<file path="config.mk">
export PLATFORM = sky130hd
export DESIGN_NAME = bus_flat
export DESIGN_NICKNAME = d
export VERILOG_FILES = /design/src/rtl/bus_if.sv /design/src/rtl/bus.sv /design/src/flat_wrapper.sv
export SDC_FILE = /design/constraint.sdc
export NUM_CORES = 2
export LEC_CHECK = 0
export ABC_AREA = 0
export ABC_CLOCK_PERIOD_IN_PS = 35900
export CELL_PAD_IN_SITES_DETAIL_PLACEMENT = 2
export CELL_PAD_IN_SITES_GLOBAL_PLACEMENT = 2
export CORE_ASPECT_RATIO = 2
export CORE_MARGIN = 4
export CORE_UTILIZATION = 33
export DETAILED_ROUTE_END_ITERATION = 12
export PLACE_DENSITY_LB_ADDON = 0.1
export SLEW_MARGIN = 20
export SYNTH_ARGS = -nofsm -noshare
export SYNTH_HDL_FRONTEND = slang
export SYNTH_SLANG_ARGS = --single-unit
export TNS_END_PERCENT = 50
</file>
<file path="constraint.sdc">
create_clock -name clk -period 35.9 [get_ports clk]
set_clock_uncertainty 0.15 [all_clocks]
set_input_delay 5.385 -clock clk [delete_from_list [all_inputs] [get_ports clk]]
set_output_delay 5.385 -clock clk [all_outputs]
set_load 0.02 [all_outputs]
</file>
<file path="src/rtl/bus_if.sv">
// Bus-block signal bundle: source selects, load enables, ALU control, memory
// data in, and every register/bus value the block exposes.
// The master side (datapath controller or bench) drives the controls; the
// slave side (the bus block) drives the register contents and the bus value.
interface bus_if;
  logic        R0out, R1out, R2out, R3out, R4out, R5out, R6out, R7out;
  logic        R8out, R9out, R10out, R11out, R12out, R13out, R14out, R15out;
  logic        HIout, LOout, Zhighout, Zlowout, PCout, MDRout, InPortout, Cout;
  logic        R0in, R1in, R2in, R3in, R4in, R5in, R6in, R7in;
  logic        R8in, R9in, R10in, R11in, R12in, R13in, R14in, R15in;
  logic        HIin, LOin, Zin, Yin, MDRin;
  logic [11:0] ALUControl;
  logic [31:0] Mdatain;
  logic        MDRRead;
  logic [31:0] BusMuxOut;
  logic [31:0] R0MuxIn, R1MuxIn, R2MuxIn, R3MuxIn, R4MuxIn, R5MuxIn, R6MuxIn, R7MuxIn;
  logic [31:0] R8MuxIn, R9MuxIn, R10MuxIn, R11MuxIn, R12MuxIn, R13MuxIn, R14MuxIn, R15MuxIn;
  logic [31:0] HIMuxIn, LOMuxIn, ZhighMuxIn, ZlowMuxIn, PCMuxIn, MDRMuxIn, InPortMuxIn, CMuxIn;
  logic [31:0] Yout;

  modport master (
    output R0out, R1out, R2out, R3out, R4out, R5out, R6out, R7out,
           R8out, R9out, R10out, R11out, R12out, R13out, R14out, R15out,
           HIout, LOout, Zhighout, Zlowout, PCout, MDRout, InPortout, Cout,
           R0in, R1in, R2in, R3in, R4in, R5in, R6in, R7in,
           R8in, R9in, R10in, R11in, R12in, R13in, R14in, R15in,
           HIin, LOin, Zin, Yin, MDRin, ALUControl, Mdatain, MDRRead,
    input  BusMuxOut,
           R0MuxIn, R1MuxIn, R2MuxIn, R3MuxIn, R4MuxIn, R5MuxIn, R6MuxIn, R7MuxIn,
           R8MuxIn, R9MuxIn, R10MuxIn, R11MuxIn, R12MuxIn, R13MuxIn, R14MuxIn, R15MuxIn,
           HIMuxIn, LOMuxIn, ZhighMuxIn, ZlowMuxIn, PCMuxIn, MDRMuxIn, InPortMuxIn, CMuxIn,
           Yout
  );

  modport slave (
    input  R0out, R1out, R2out, R3out, R4out, R5out, R6out, R7out,
           R8out, R9out, R10out, R11out, R12out, R13out, R14out, R15out,
           HIout, LOout, Zhighout, Zlowout, PCout, MDRout, InPortout, Cout,
           R0in, R1in, R2in, R3in, R4in, R5in, R6in, R7in,
           R8in, R9in, R10in, R11in, R12in, R13in, R14in, R15in,
           HIin, LOin, Zin, Yin, MDRin, ALUControl, Mdatain, MDRRead,
    output BusMuxOut,
           R0MuxIn, R1MuxIn, R2MuxIn, R3MuxIn, R4MuxIn, R5MuxIn, R6MuxIn, R7MuxIn,
           R8MuxIn, R9MuxIn, R10MuxIn, R11MuxIn, R12MuxIn, R13MuxIn, R14MuxIn, R15MuxIn,
           HIMuxIn, LOMuxIn, ZhighMuxIn, ZlowMuxIn, PCMuxIn, MDRMuxIn, InPortMuxIn, CMuxIn,
           Yout
  );
endinterface

</file>
<file path="src/rtl/bus.sv">
// Single-bus datapath: 16 GPRs, HI/LO, Y, Z (64-bit), MDR, plus PC/InPort/C
// placeholders, a priority-encoded shared bus and a one-hot controlled ALU
// (A = Y, B = bus). Z captures the ALU result, so it appears one cycle later.
// Optional macro BUS_MULDIV_EN enables the signed multiplier and divider;
// without it MUL and DIV produce zero.
module bus (
  input  logic clk,
  input  logic clr,
  bus_if.slave bi
);

  logic [15:0] rOut;
  logic [15:0] rIn;
  logic [31:0] r_q [16];
  logic [31:0] hi_q, lo_q, y_q, mdr_q, zhi_q, zlo_q;
  logic [31:0] pc_q, inport_q, c_q;
  logic [31:0] mdr_d;
  logic [31:0] busMux;
  logic [63:0] aluResult;
  logic [4:0]  shAmt;
  logic [5:0]  rotAmt;

  assign rOut = {bi.R15out, bi.R14out, bi.R13out, bi.R12out, bi.R11out, bi.R10out,
                 bi.R9out, bi.R8out, bi.R7out, bi.R6out, bi.R5out, bi.R4out,
                 bi.R3out, bi.R2out, bi.R1out, bi.R0out};
  assign rIn  = {bi.R15in, bi.R14in, bi.R13in, bi.R12in, bi.R11in, bi.R10in,
                 bi.R9in, bi.R8in, bi.R7in, bi.R6in, bi.R5in, bi.R4in,
                 bi.R3in, bi.R2in, bi.R1in, bi.R0in};

  // Bus mux: walk from lowest to highest priority so the last hit (R0 side) wins
  always_comb begin
    busMux = '0;
    if (bi.Cout)      busMux = c_q;
    if (bi.InPortout) busMux = inport_q;
    if (bi.MDRout)    busMux = mdr_q;
    if (bi.PCout)     busMux = pc_q;
    if (bi.Zlowout)   busMux = zlo_q;
    if (bi.Zhighout)  busMux = zhi_q;
    if (bi.LOout)     busMux = lo_q;
    if (bi.HIout)     busMux = hi_q;
    for (int i = 15; i >= 0; i--) begin
      if (rOut[i]) busMux = r_q[i];
    end
  end

  assign shAmt  = busMux[4:0];
  assign rotAmt = 6'd32 - {1'b0, shAmt};

`ifdef BUS_MULDIV_EN
  logic signed [63:0] mulProd;
  logic signed [31:0] divA, divB, divQuo, divRem;

  assign divA    = y_q;
  assign divB    = busMux;
  assign mulProd = $signed({{32{y_q[31]}}, y_q}) * $signed({{32{busMux[31]}}, busMux});

  // Signed divide; zero divisor yields zero and the one overflowing case is pinned
  always_comb begin
    divQuo = '0;
    divRem = '0;
    if (divB == 32'sd0) begin
      divQuo = '0;
      divRem = '0;
    end else if (y_q == 32'h8000_0000 && busMux == 32'hFFFF_FFFF) begin
      divQuo = 32'sh8000_0000;
      divRem = '0;
    end else begin
      divQuo = divA / divB;
      divRem = divA % divB;
    end
  end
`endif

  // ALU: if/else chain makes the lowest set ALUControl bit win
  always_comb begin
    aluResult = '0;
    if (bi.ALUControl[0])       aluResult = {32'h0, y_q & busMux};
    else if (bi.ALUControl[1])  aluResult = {32'h0, y_q | busMux};
    else if (bi.ALUControl[2])  aluResult = {32'h0, y_q + busMux};
    else if (bi.ALUControl[3])  aluResult = {32'h0, y_q - busMux};
    else if (bi.ALUControl[4]) begin
`ifdef BUS_MULDIV_EN
      aluResult = mulProd;
`else
      aluResult = '0;
`endif
    end else if (bi.ALUControl[5]) begin
`ifdef BUS_MULDIV_EN
      aluResult = {divRem, divQuo};
`else
      aluResult = '0;
`endif
    end
    else if (bi.ALUControl[6])  aluResult = {32'h0, y_q >> shAmt};
    else if (bi.ALUControl[7])  aluResult = {32'h0, y_q << shAmt};
    else if (bi.ALUControl[8])  aluResult = {32'h0, (y_q >> shAmt) | (y_q << rotAmt)};
    else if (bi.ALUControl[9])  aluResult = {32'h0, (y_q << shAmt) | (y_q >> rotAmt)};
    else if (bi.ALUControl[10]) aluResult = {32'h0, 32'h0 - busMux};
    else if (bi.ALUControl[11]) aluResult = {32'h0, ~busMux};
  end

  assign mdr_d = bi.MDRRead ? bi.Mdatain : busMux;

  // General-purpose registers load the pre-edge bus value when enabled
  always_ff @(posedge clk or posedge clr) begin
    if (clr) begin
      for (int i = 0; i < 16; i++) r_q[i] <= '0;
    end else begin
      for (int i = 0; i < 16; i++) begin
        if (rIn[i]) r_q[i] <= busMux;
      end
    end
  end

  // Special registers; PC/InPort/C have no load path and simply hold zero
  always_ff @(posedge clk or posedge clr) begin
    if (clr) begin
      hi_q     <= '0;
      lo_q     <= '0;
      y_q      <= '0;
      mdr_q    <= '0;
      zhi_q    <= '0;
      zlo_q    <= '0;
      pc_q     <= '0;
      inport_q <= '0;
      c_q      <= '0;
    end else begin
      if (bi.HIin)  hi_q  <= busMux;
      if (bi.LOin)  lo_q  <= busMux;
      if (bi.Yin)   y_q   <= busMux;
      if (bi.MDRin) mdr_q <= mdr_d;
      if (bi.Zin) begin
        zhi_q <= aluResult[63:32];
        zlo_q <= aluResult[31:0];
      end
      pc_q     <= pc_q;
      inport_q <= inport_q;
      c_q      <= c_q;
    end
  end

  assign bi.BusMuxOut   = busMux;
  assign bi.R0MuxIn     = r_q[0];
  assign bi.R1MuxIn     = r_q[1];
  assign bi.R2MuxIn     = r_q[2];
  assign bi.R3MuxIn     = r_q[3];
  assign bi.R4MuxIn     = r_q[4];
  assign bi.R5MuxIn     = r_q[5];
  assign bi.R6MuxIn     = r_q[6];
  assign bi.R7MuxIn     = r_q[7];
  assign bi.R8MuxIn     = r_q[8];
  assign bi.R9MuxIn     = r_q[9];
  assign bi.R10MuxIn    = r_q[10];
  assign bi.R11MuxIn    = r_q[11];
  assign bi.R12MuxIn    = r_q[12];
  assign bi.R13MuxIn    = r_q[13];
  assign bi.R14MuxIn    = r_q[14];
  assign bi.R15MuxIn    = r_q[15];
  assign bi.HIMuxIn     = hi_q;
  assign bi.LOMuxIn     = lo_q;
  assign bi.ZhighMuxIn  = zhi_q;
  assign bi.ZlowMuxIn   = zlo_q;
  assign bi.PCMuxIn     = pc_q;
  assign bi.MDRMuxIn    = mdr_q;
  assign bi.InPortMuxIn = inport_q;
  assign bi.CMuxIn      = c_q;
  assign bi.Yout        = y_q;

endmodule

</file>
<file path="src/flat_wrapper.sv">
// flat-port wrapper written by rule: the top's interface ports become plain ports
module bus_flat 
  (clk, clr, bi_R0out, bi_R1out, bi_R2out, bi_R3out, bi_R4out, bi_R5out, bi_R6out, bi_R7out, bi_R8out, bi_R9out, bi_R10out, bi_R11out, bi_R12out, bi_R13out, bi_R14out, bi_R15out, bi_HIout, bi_LOout, bi_Zhighout, bi_Zlowout, bi_PCout, bi_MDRout, bi_InPortout, bi_Cout, bi_R0in, bi_R1in, bi_R2in, bi_R3in, bi_R4in, bi_R5in, bi_R6in, bi_R7in, bi_R8in, bi_R9in, bi_R10in, bi_R11in, bi_R12in, bi_R13in, bi_R14in, bi_R15in, bi_HIin, bi_LOin, bi_Zin, bi_Yin, bi_MDRin, bi_ALUControl, bi_Mdatain, bi_MDRRead, bi_BusMuxOut, bi_R0MuxIn, bi_R1MuxIn, bi_R2MuxIn, bi_R3MuxIn, bi_R4MuxIn, bi_R5MuxIn, bi_R6MuxIn, bi_R7MuxIn, bi_R8MuxIn, bi_R9MuxIn, bi_R10MuxIn, bi_R11MuxIn, bi_R12MuxIn, bi_R13MuxIn, bi_R14MuxIn, bi_R15MuxIn, bi_HIMuxIn, bi_LOMuxIn, bi_ZhighMuxIn, bi_ZlowMuxIn, bi_PCMuxIn, bi_MDRMuxIn, bi_InPortMuxIn, bi_CMuxIn, bi_Yout);
  bus_if bi_i ();
  input  logic clk;
  input  logic clr;
  input wire logic [$bits(bi_i.R0out)-1:0] bi_R0out;
  input wire logic [$bits(bi_i.R1out)-1:0] bi_R1out;
  input wire logic [$bits(bi_i.R2out)-1:0] bi_R2out;
  input wire logic [$bits(bi_i.R3out)-1:0] bi_R3out;
  input wire logic [$bits(bi_i.R4out)-1:0] bi_R4out;
  input wire logic [$bits(bi_i.R5out)-1:0] bi_R5out;
  input wire logic [$bits(bi_i.R6out)-1:0] bi_R6out;
  input wire logic [$bits(bi_i.R7out)-1:0] bi_R7out;
  input wire logic [$bits(bi_i.R8out)-1:0] bi_R8out;
  input wire logic [$bits(bi_i.R9out)-1:0] bi_R9out;
  input wire logic [$bits(bi_i.R10out)-1:0] bi_R10out;
  input wire logic [$bits(bi_i.R11out)-1:0] bi_R11out;
  input wire logic [$bits(bi_i.R12out)-1:0] bi_R12out;
  input wire logic [$bits(bi_i.R13out)-1:0] bi_R13out;
  input wire logic [$bits(bi_i.R14out)-1:0] bi_R14out;
  input wire logic [$bits(bi_i.R15out)-1:0] bi_R15out;
  input wire logic [$bits(bi_i.HIout)-1:0] bi_HIout;
  input wire logic [$bits(bi_i.LOout)-1:0] bi_LOout;
  input wire logic [$bits(bi_i.Zhighout)-1:0] bi_Zhighout;
  input wire logic [$bits(bi_i.Zlowout)-1:0] bi_Zlowout;
  input wire logic [$bits(bi_i.PCout)-1:0] bi_PCout;
  input wire logic [$bits(bi_i.MDRout)-1:0] bi_MDRout;
  input wire logic [$bits(bi_i.InPortout)-1:0] bi_InPortout;
  input wire logic [$bits(bi_i.Cout)-1:0] bi_Cout;
  input wire logic [$bits(bi_i.R0in)-1:0] bi_R0in;
  input wire logic [$bits(bi_i.R1in)-1:0] bi_R1in;
  input wire logic [$bits(bi_i.R2in)-1:0] bi_R2in;
  input wire logic [$bits(bi_i.R3in)-1:0] bi_R3in;
  input wire logic [$bits(bi_i.R4in)-1:0] bi_R4in;
  input wire logic [$bits(bi_i.R5in)-1:0] bi_R5in;
  input wire logic [$bits(bi_i.R6in)-1:0] bi_R6in;
  input wire logic [$bits(bi_i.R7in)-1:0] bi_R7in;
  input wire logic [$bits(bi_i.R8in)-1:0] bi_R8in;
  input wire logic [$bits(bi_i.R9in)-1:0] bi_R9in;
  input wire logic [$bits(bi_i.R10in)-1:0] bi_R10in;
  input wire logic [$bits(bi_i.R11in)-1:0] bi_R11in;
  input wire logic [$bits(bi_i.R12in)-1:0] bi_R12in;
  input wire logic [$bits(bi_i.R13in)-1:0] bi_R13in;
  input wire logic [$bits(bi_i.R14in)-1:0] bi_R14in;
  input wire logic [$bits(bi_i.R15in)-1:0] bi_R15in;
  input wire logic [$bits(bi_i.HIin)-1:0] bi_HIin;
  input wire logic [$bits(bi_i.LOin)-1:0] bi_LOin;
  input wire logic [$bits(bi_i.Zin)-1:0] bi_Zin;
  input wire logic [$bits(bi_i.Yin)-1:0] bi_Yin;
  input wire logic [$bits(bi_i.MDRin)-1:0] bi_MDRin;
  input wire logic [$bits(bi_i.ALUControl)-1:0] bi_ALUControl;
  input wire logic [$bits(bi_i.Mdatain)-1:0] bi_Mdatain;
  input wire logic [$bits(bi_i.MDRRead)-1:0] bi_MDRRead;
  output wire logic [$bits(bi_i.BusMuxOut)-1:0] bi_BusMuxOut;
  output wire logic [$bits(bi_i.R0MuxIn)-1:0] bi_R0MuxIn;
  output wire logic [$bits(bi_i.R1MuxIn)-1:0] bi_R1MuxIn;
  output wire logic [$bits(bi_i.R2MuxIn)-1:0] bi_R2MuxIn;
  output wire logic [$bits(bi_i.R3MuxIn)-1:0] bi_R3MuxIn;
  output wire logic [$bits(bi_i.R4MuxIn)-1:0] bi_R4MuxIn;
  output wire logic [$bits(bi_i.R5MuxIn)-1:0] bi_R5MuxIn;
  output wire logic [$bits(bi_i.R6MuxIn)-1:0] bi_R6MuxIn;
  output wire logic [$bits(bi_i.R7MuxIn)-1:0] bi_R7MuxIn;
  output wire logic [$bits(bi_i.R8MuxIn)-1:0] bi_R8MuxIn;
  output wire logic [$bits(bi_i.R9MuxIn)-1:0] bi_R9MuxIn;
  output wire logic [$bits(bi_i.R10MuxIn)-1:0] bi_R10MuxIn;
  output wire logic [$bits(bi_i.R11MuxIn)-1:0] bi_R11MuxIn;
  output wire logic [$bits(bi_i.R12MuxIn)-1:0] bi_R12MuxIn;
  output wire logic [$bits(bi_i.R13MuxIn)-1:0] bi_R13MuxIn;
  output wire logic [$bits(bi_i.R14MuxIn)-1:0] bi_R14MuxIn;
  output wire logic [$bits(bi_i.R15MuxIn)-1:0] bi_R15MuxIn;
  output wire logic [$bits(bi_i.HIMuxIn)-1:0] bi_HIMuxIn;
  output wire logic [$bits(bi_i.LOMuxIn)-1:0] bi_LOMuxIn;
  output wire logic [$bits(bi_i.ZhighMuxIn)-1:0] bi_ZhighMuxIn;
  output wire logic [$bits(bi_i.ZlowMuxIn)-1:0] bi_ZlowMuxIn;
  output wire logic [$bits(bi_i.PCMuxIn)-1:0] bi_PCMuxIn;
  output wire logic [$bits(bi_i.MDRMuxIn)-1:0] bi_MDRMuxIn;
  output wire logic [$bits(bi_i.InPortMuxIn)-1:0] bi_InPortMuxIn;
  output wire logic [$bits(bi_i.CMuxIn)-1:0] bi_CMuxIn;
  output wire logic [$bits(bi_i.Yout)-1:0] bi_Yout;
  assign bi_i.R0out = bi_R0out;
  assign bi_i.R1out = bi_R1out;
  assign bi_i.R2out = bi_R2out;
  assign bi_i.R3out = bi_R3out;
  assign bi_i.R4out = bi_R4out;
  assign bi_i.R5out = bi_R5out;
  assign bi_i.R6out = bi_R6out;
  assign bi_i.R7out = bi_R7out;
  assign bi_i.R8out = bi_R8out;
  assign bi_i.R9out = bi_R9out;
  assign bi_i.R10out = bi_R10out;
  assign bi_i.R11out = bi_R11out;
  assign bi_i.R12out = bi_R12out;
  assign bi_i.R13out = bi_R13out;
  assign bi_i.R14out = bi_R14out;
  assign bi_i.R15out = bi_R15out;
  assign bi_i.HIout = bi_HIout;
  assign bi_i.LOout = bi_LOout;
  assign bi_i.Zhighout = bi_Zhighout;
  assign bi_i.Zlowout = bi_Zlowout;
  assign bi_i.PCout = bi_PCout;
  assign bi_i.MDRout = bi_MDRout;
  assign bi_i.InPortout = bi_InPortout;
  assign bi_i.Cout = bi_Cout;
  assign bi_i.R0in = bi_R0in;
  assign bi_i.R1in = bi_R1in;
  assign bi_i.R2in = bi_R2in;
  assign bi_i.R3in = bi_R3in;
  assign bi_i.R4in = bi_R4in;
  assign bi_i.R5in = bi_R5in;
  assign bi_i.R6in = bi_R6in;
  assign bi_i.R7in = bi_R7in;
  assign bi_i.R8in = bi_R8in;
  assign bi_i.R9in = bi_R9in;
  assign bi_i.R10in = bi_R10in;
  assign bi_i.R11in = bi_R11in;
  assign bi_i.R12in = bi_R12in;
  assign bi_i.R13in = bi_R13in;
  assign bi_i.R14in = bi_R14in;
  assign bi_i.R15in = bi_R15in;
  assign bi_i.HIin = bi_HIin;
  assign bi_i.LOin = bi_LOin;
  assign bi_i.Zin = bi_Zin;
  assign bi_i.Yin = bi_Yin;
  assign bi_i.MDRin = bi_MDRin;
  assign bi_i.ALUControl = bi_ALUControl;
  assign bi_i.Mdatain = bi_Mdatain;
  assign bi_i.MDRRead = bi_MDRRead;
  assign bi_BusMuxOut = bi_i.BusMuxOut;
  assign bi_R0MuxIn = bi_i.R0MuxIn;
  assign bi_R1MuxIn = bi_i.R1MuxIn;
  assign bi_R2MuxIn = bi_i.R2MuxIn;
  assign bi_R3MuxIn = bi_i.R3MuxIn;
  assign bi_R4MuxIn = bi_i.R4MuxIn;
  assign bi_R5MuxIn = bi_i.R5MuxIn;
  assign bi_R6MuxIn = bi_i.R6MuxIn;
  assign bi_R7MuxIn = bi_i.R7MuxIn;
  assign bi_R8MuxIn = bi_i.R8MuxIn;
  assign bi_R9MuxIn = bi_i.R9MuxIn;
  assign bi_R10MuxIn = bi_i.R10MuxIn;
  assign bi_R11MuxIn = bi_i.R11MuxIn;
  assign bi_R12MuxIn = bi_i.R12MuxIn;
  assign bi_R13MuxIn = bi_i.R13MuxIn;
  assign bi_R14MuxIn = bi_i.R14MuxIn;
  assign bi_R15MuxIn = bi_i.R15MuxIn;
  assign bi_HIMuxIn = bi_i.HIMuxIn;
  assign bi_LOMuxIn = bi_i.LOMuxIn;
  assign bi_ZhighMuxIn = bi_i.ZhighMuxIn;
  assign bi_ZlowMuxIn = bi_i.ZlowMuxIn;
  assign bi_PCMuxIn = bi_i.PCMuxIn;
  assign bi_MDRMuxIn = bi_i.MDRMuxIn;
  assign bi_InPortMuxIn = bi_i.InPortMuxIn;
  assign bi_CMuxIn = bi_i.CMuxIn;
  assign bi_Yout = bi_i.Yout;
  bus u_core (.clk(clk), .clr(clr), .bi(bi_i));
endmodule
</file>
==> key figures, run 1 <==
Global route
  • Overflow after GRT: 1
  • Largest net degree at the start of global routing: 152
  • Vias in the first global route: 62620
  • First-pass GRT wire length: 600800 microns
  • Gr usage total: 0.6130

Synth
  • Post-synth EDFFs: 0
  • Synthesized cell area: 0.04504 sq mm
  • Unique masters post-synth: 106
  • Ys async rst share: 1.000
  • Most used DFF post-synth: dfrtp_1
  • Seq/Total Area, Yosys: 0.3733
  • Synth Register Bits: 672
  • Syn Area/Cell: 8.456 sq um
  • Ys Warns: 0
  • Post-Syn Instances: 5327

Placed design
  • Buffers on Ports: 793
  • GPL Wtd Cong: 1.180
  • DP HPWL: 308200 microns

Clocking
  • Post_cts resized: 0
  • Clock sink count: 672
  • CTS Hold Bufs: 0
  • Post-CTS setup buffer count: 0
  • H-tree levels: 3
  • CTS root buffer: clkbuf_16
  • Maximum root-to-sink buffer count: 3
  • CTS Buf Count: 74

Die
  • Die Height: 530.5 microns
  • Die X-Extent: 269.2 microns
  • I/O pin cnt: 924
  • Site Rows: 191
  • Starting utilization of the core area: 0.3324

Run status
  • Status: did not finish
  • Log Error: [ERROR GRT-0116] Global routing finished with congestion. Check the congestion regions in the DRC Viewer.
  • Fail Step: 5_1_grt
[cell usage after synthesis (all sizes together), types with 84 or more instances]
library cell | instances | area share
a21oi | 677 | 0.075
a31oi | 87 | 0.012
buf | 313 | 0.044
clkbuf | 322 | 0.027
dfrtp | 672 | 0.37
ha | 91 | 0.025
inv | 149 | 0.012
mux2 | 264 | 0.066
nand2 | 331 | 0.028
nand3 | 221 | 0.025
nor2 | 568 | 0.048
nor2b | 84 | 0.012
nor3 | 104 | 0.012
o211ai | 110 | 0.018
o21ai | 335 | 0.038
[kinds of logic after synthesis]
| group | count (synthesis) | synth area share |
|---|---|---|
| compound gates | 1865 | 0.2676 |
| simple gates | 1558 | 0.1648 |
| buf+inv | 792 | 0.08372 |
| flops | 672 | 0.3733 |
| mux | 306 | 0.07672 |
| fa+ha+maj | 92 | 0.02572 |
| xor+xnor | 41 | 0.007972 |
| other cells | 1 | 0.00008325 |
[per-layer routing]
metal	track usage	GRT overflow
met3	0.3202	0
met1	0.5790	0
met4	0.7063	0
met5	0.05061	0
met2	0.8876	1
[through the flow]
| step | setup WS (ns) | std cells | area (sq um) |
|---|---|---|---|
| 2_1_floorplan | 11.53 | 5454 | 45520 |
| 3_3_place_gp | 19.86 | 7619 | 54700 |
| 3_5_place_dp | 19.85 | 7620 | 54720 |
| 4_1_cts | 19.85 | 7758 | 57350 |
==> inputs of run 2 (changes only) <==
--- a/config.mk
+++ b/config.mk
@@ -7,13 +7,10 @@
 export LEC_CHECK = 0
 export ABC_AREA = 0
 export ABC_CLOCK_PERIOD_IN_PS = 35900
-export CELL_PAD_IN_SITES_DETAIL_PLACEMENT = 2
-export CELL_PAD_IN_SITES_GLOBAL_PLACEMENT = 2
-export CORE_ASPECT_RATIO = 2
-export CORE_MARGIN = 4
-export CORE_UTILIZATION = 33
+export CORE_AREA = 4 4 362 364
 export DETAILED_ROUTE_END_ITERATION = 12
-export PLACE_DENSITY_LB_ADDON = 0.1
+export DIE_AREA = 0 0 366 368
+export PLACE_DENSITY_LB_ADDON = 0.15
 export SLEW_MARGIN = 20
 export SYNTH_ARGS = -nofsm -noshare
 export SYNTH_HDL_FRONTEND = slang
==> run 2 against run 1 <==
The flow now finishes without violations; synthesized area unchanged; synthesized cell count unchanged.
==> key figures, run 2 <==
Run status
  • Status: complete, no violations

STA
  • Max Freq: 62.11 MHz
  • Minimum clock period: 16.10 ns
  • Hold slack: 0.3805 ns
  • Max-slew violation count: 0
  • Final setup viols: 0
  • Sum Neg Setup Slack: 0 ns
  • RSZ-0062 raised after global routing: false
  • Slew headroom: 0.1085
  • Final hold vios: 0
  • Setup WS post-layout: 19.80 ns
  • Worst Max-Slew Pin Slew: 1.337 ns
  • Final period util: 0.4485

Synth
  • Synth top cells by count: a21oi_1, dfrtp_1, nor2_1, nand2_1, clkbuf_1
  • Area contributors post-synth: dfrtp_1, a21oi_1, mux2_2
  • Seq/Total Area, Yosys: 0.3733 (unchanged)
  • Synthesized cell area: 0.04504 sq mm (unchanged)
  • Ys Warns: 0 (unchanged)
  • Syn Area/Cell: 8.456 sq um (unchanged)
  • Area leader, netlist: dfrtp_1
  • Ys async rst share: 1.000 (unchanged)
  • Unique masters post-synth: 106 (unchanged)
  • Post-Syn Instances: 5327 (unchanged)
  • Area share of the largest cell type after synthesis: 0.3733 (unchanged)
  • Synth Register Bits: 672 (unchanged)
  • Most used DFF post-synth: dfrtp_1
  • Most frequent cell after synthesis: a21oi_1
  • Post-synth EDFFs: 0 (unchanged)

Routing
  • Vias: 50880
  • Post-route DRC: 0
  • Post-DRT Antenna Nets: 0
  • Final WL: 327600 microns
  • DR WL/cell: 42.69 microns
  • First DRT Iteration DRCs: 7751
  • DRT Pass-1 Iters: 6
  • Vias/cell: 6.631

Placed design
  • Dpl cell area: 0.05419 sq mm (-0.97%)
  • Pre-CTS setup slack: 20.09 ns (+0.2360 ns)
  • GPL Wtd Cong: 1.074 (-9.0%)
  • DP HPWL: 246100 microns (-20%)
  • Buffers on Ports: 793 (unchanged)
  • Placed cells: 7501 (-1.6%)

Clocking
  • Clock latency on the worst-skew pair: 0.73 ns
  • Maximum root-to-sink buffer count: 3 (unchanged)
  • CTS Buf Count: 83 (+12%)
  • CTS Hold Bufs: 0 (unchanged)
  • CTS root buffer: clkbuf_16
  • H-tree levels: 3 (unchanged)
  • TritonCTS clock tree: done
  • Post-CTS setup buffer count: 0 (unchanged)
  • Post_cts resized: 0 (unchanged)
  • Clock sink count: 672 (unchanged)
  • CTS clk-pin slew, worst paths: 0.06 ns

Setup path
  • CP top delay family: buffers and inverters
  • WP data arrival: 10.56 ns
  • CP endpoint kind: output pin
  • CP Max Fanout: 24
  • Worst Setup SP: bi_Zlowout
  • CP cell instances: clkdlybuf4s50_1 > nor3_4 > buf_4 > and2_1 > a21oi_1 > o31ai_1 > a221oi_1 > o31ai_1 > buf_4 > a21boi_4 > inv_1 > clkdlybuf4s50_1
  • CP Launch Type: input pin
  • Crit path kind: input pin to output pin
  • Slowest-stage cell, CP: o31ai_1
  • Worst endpoint required time: 30.36 ns
  • CP max stage delay: 0.79 ns
  • Worst path bufs/invs: 5
  • Worst r2r src: u_core.bi.ZlowMuxIn[1]

Power
  • Tot Pwr: 4.464 mW
  • Internal: 2.212 mW
  • Power density over cell area: 78.19 mW/mm^2
  • Sw Pwr: 2.253 mW
  • Sw Ratio: 0.5046
  • Max VDD drop: 0.03888 mV
  • Leakage: 22.95 nW
  • Seq pwr share: 0.262
  • Gate power share: 0.539
  • Clock power frac: 0.199

Flow run
  • Max Cap Viol: 0

Global route
  • First-pass GRT wire length: 433500 microns
  • Largest net degree at the start of global routing: 117
  • Gr usage total: 0.4649
  • Overflow after GRT: 0
  • Initial antenna violation count: 29
  • Vias in the first global route: 46980

Hold path
  • Worst hold path type: flop to flop
  • Hold Path Origin: u_core.bi.R9MuxIn[3]

Die
  • Die Footprint: 0.1347 sq mm
  • Site Rows: 131 (-31%)
  • Die X-Extent: 366 microns (+36%)
  • I/O pin cnt: 924 (unchanged)
  • Core ar.: 0.1274 sq mm
  • Starting utilization of the core area: 0.3537 (+0.02126)
  • Die Height: 368 microns (-31%)

Cells and area
  • Commonest cells after routing, fill and taps aside: clkdlybuf4s50_1, dfrtp_1, a21oi_1
  • Design Area, Final: 0.05709 sq mm
  • Area growth, synth to finish: 26.76%
  • Multi-input gate area: 0.02525 sq mm
  • Register area: 0.01682 sq mm
  • Net count reported at finish: 6109
  • Share of layout cells above drive strength 1: 0.1315
  • Fill cells: 12780
  • Final Util: 0.4483
  • Final Non-Filler Cells: 7673
  • Most common cell after layout, fill and taps aside: clkdlybuf4s50_1
run 2: cell counts after synthesis:
Identical to the previous run, type by type.
run 2: final timing paths:
path / endpoint / slack, ns / cells past startpoint
max in group asynchronous: u_core.bi.LOMuxIn[18] / 26.17 / 7
max: bi_BusMuxOut[31] / 19.80 / 12
min reg2reg: u_core.bi.R9MuxIn[3] / 0.38 / 1
max reg2reg: u_core.bi.ZlowMuxIn[31] / 27.50 / 20
min in group asynchronous: u_core.bi.R5MuxIn[22] / 5.07 / 2
min: u_core.bi.R9MuxIn[3] / 0.38 / 1
run 2: cell type report:
class,count,share of cell area
diodes,18,0.0007889
clock buffers,126,0.04256
inverters,157,0.01056
flip-flops and latches,672,0.2945
well taps,1662,0.03642
clock inverters,27,0.007013
multi-input cells,3990,0.4423
repair buffers,1021,0.1658
run 2: routing by layer:
layer,GRT usage,part of all wire,wire [microns]
met5,0,0.00025,81
met4,0.3003,0.081,26530
met3,0.1697,0.13,41430
met2,0.6752,0.41,135500
met1,0.5811,0.38,124100
run 2: worst register-to-register path: stages (launching register included):
cell and delay [ns]:
dfrtp_1 0.69, nand3b_1 0.32, a31oi_1 0.75, o211a_1 0.23, buf_4 0.50, nor2_4 0.16, buf_4 0.20, inv_1 0.18
ha_1 0.18, buf_4 0.20, a21oi_1 0.20, nor3_1 0.89, nand3b_1 0.16, o21ai_0 1.05, o21ai_1 0.48, a211oi_2 0.42
nor2_1 0.15, o311ai_1 0.67, a221oi_1 0.21, mux2_2 0.32, a22oi_1 0.16
run 2: logic make-up after synthesis:
kind of cell	share of synthesized area
other	0.00008325
flip-flops	0.3733
buffers and inverters	0.08372
adder cells (fa/ha/maj)	0.02572
AND/OR/NAND/NOR	0.1648
multiplexers	0.07672
XOR/XNOR	0.007972
AO/OA/AOI/OAI	0.2676
run 2: power by group through the flow:
stage	Sequential, mW	Clock [mW]	Combinational (mW)
2_1_floorplan	1.28	0	0.934
3_3_place_gp	1.16	0	2.32
3_5_place_dp	1.16	0	2.31
4_1_cts	1.15	0.894	2.32
5_1_grt	1.17	0.922	2.45
6_report	1.17	0.890	2.41
No activity file was read; power rests on OpenSTA's default activity.
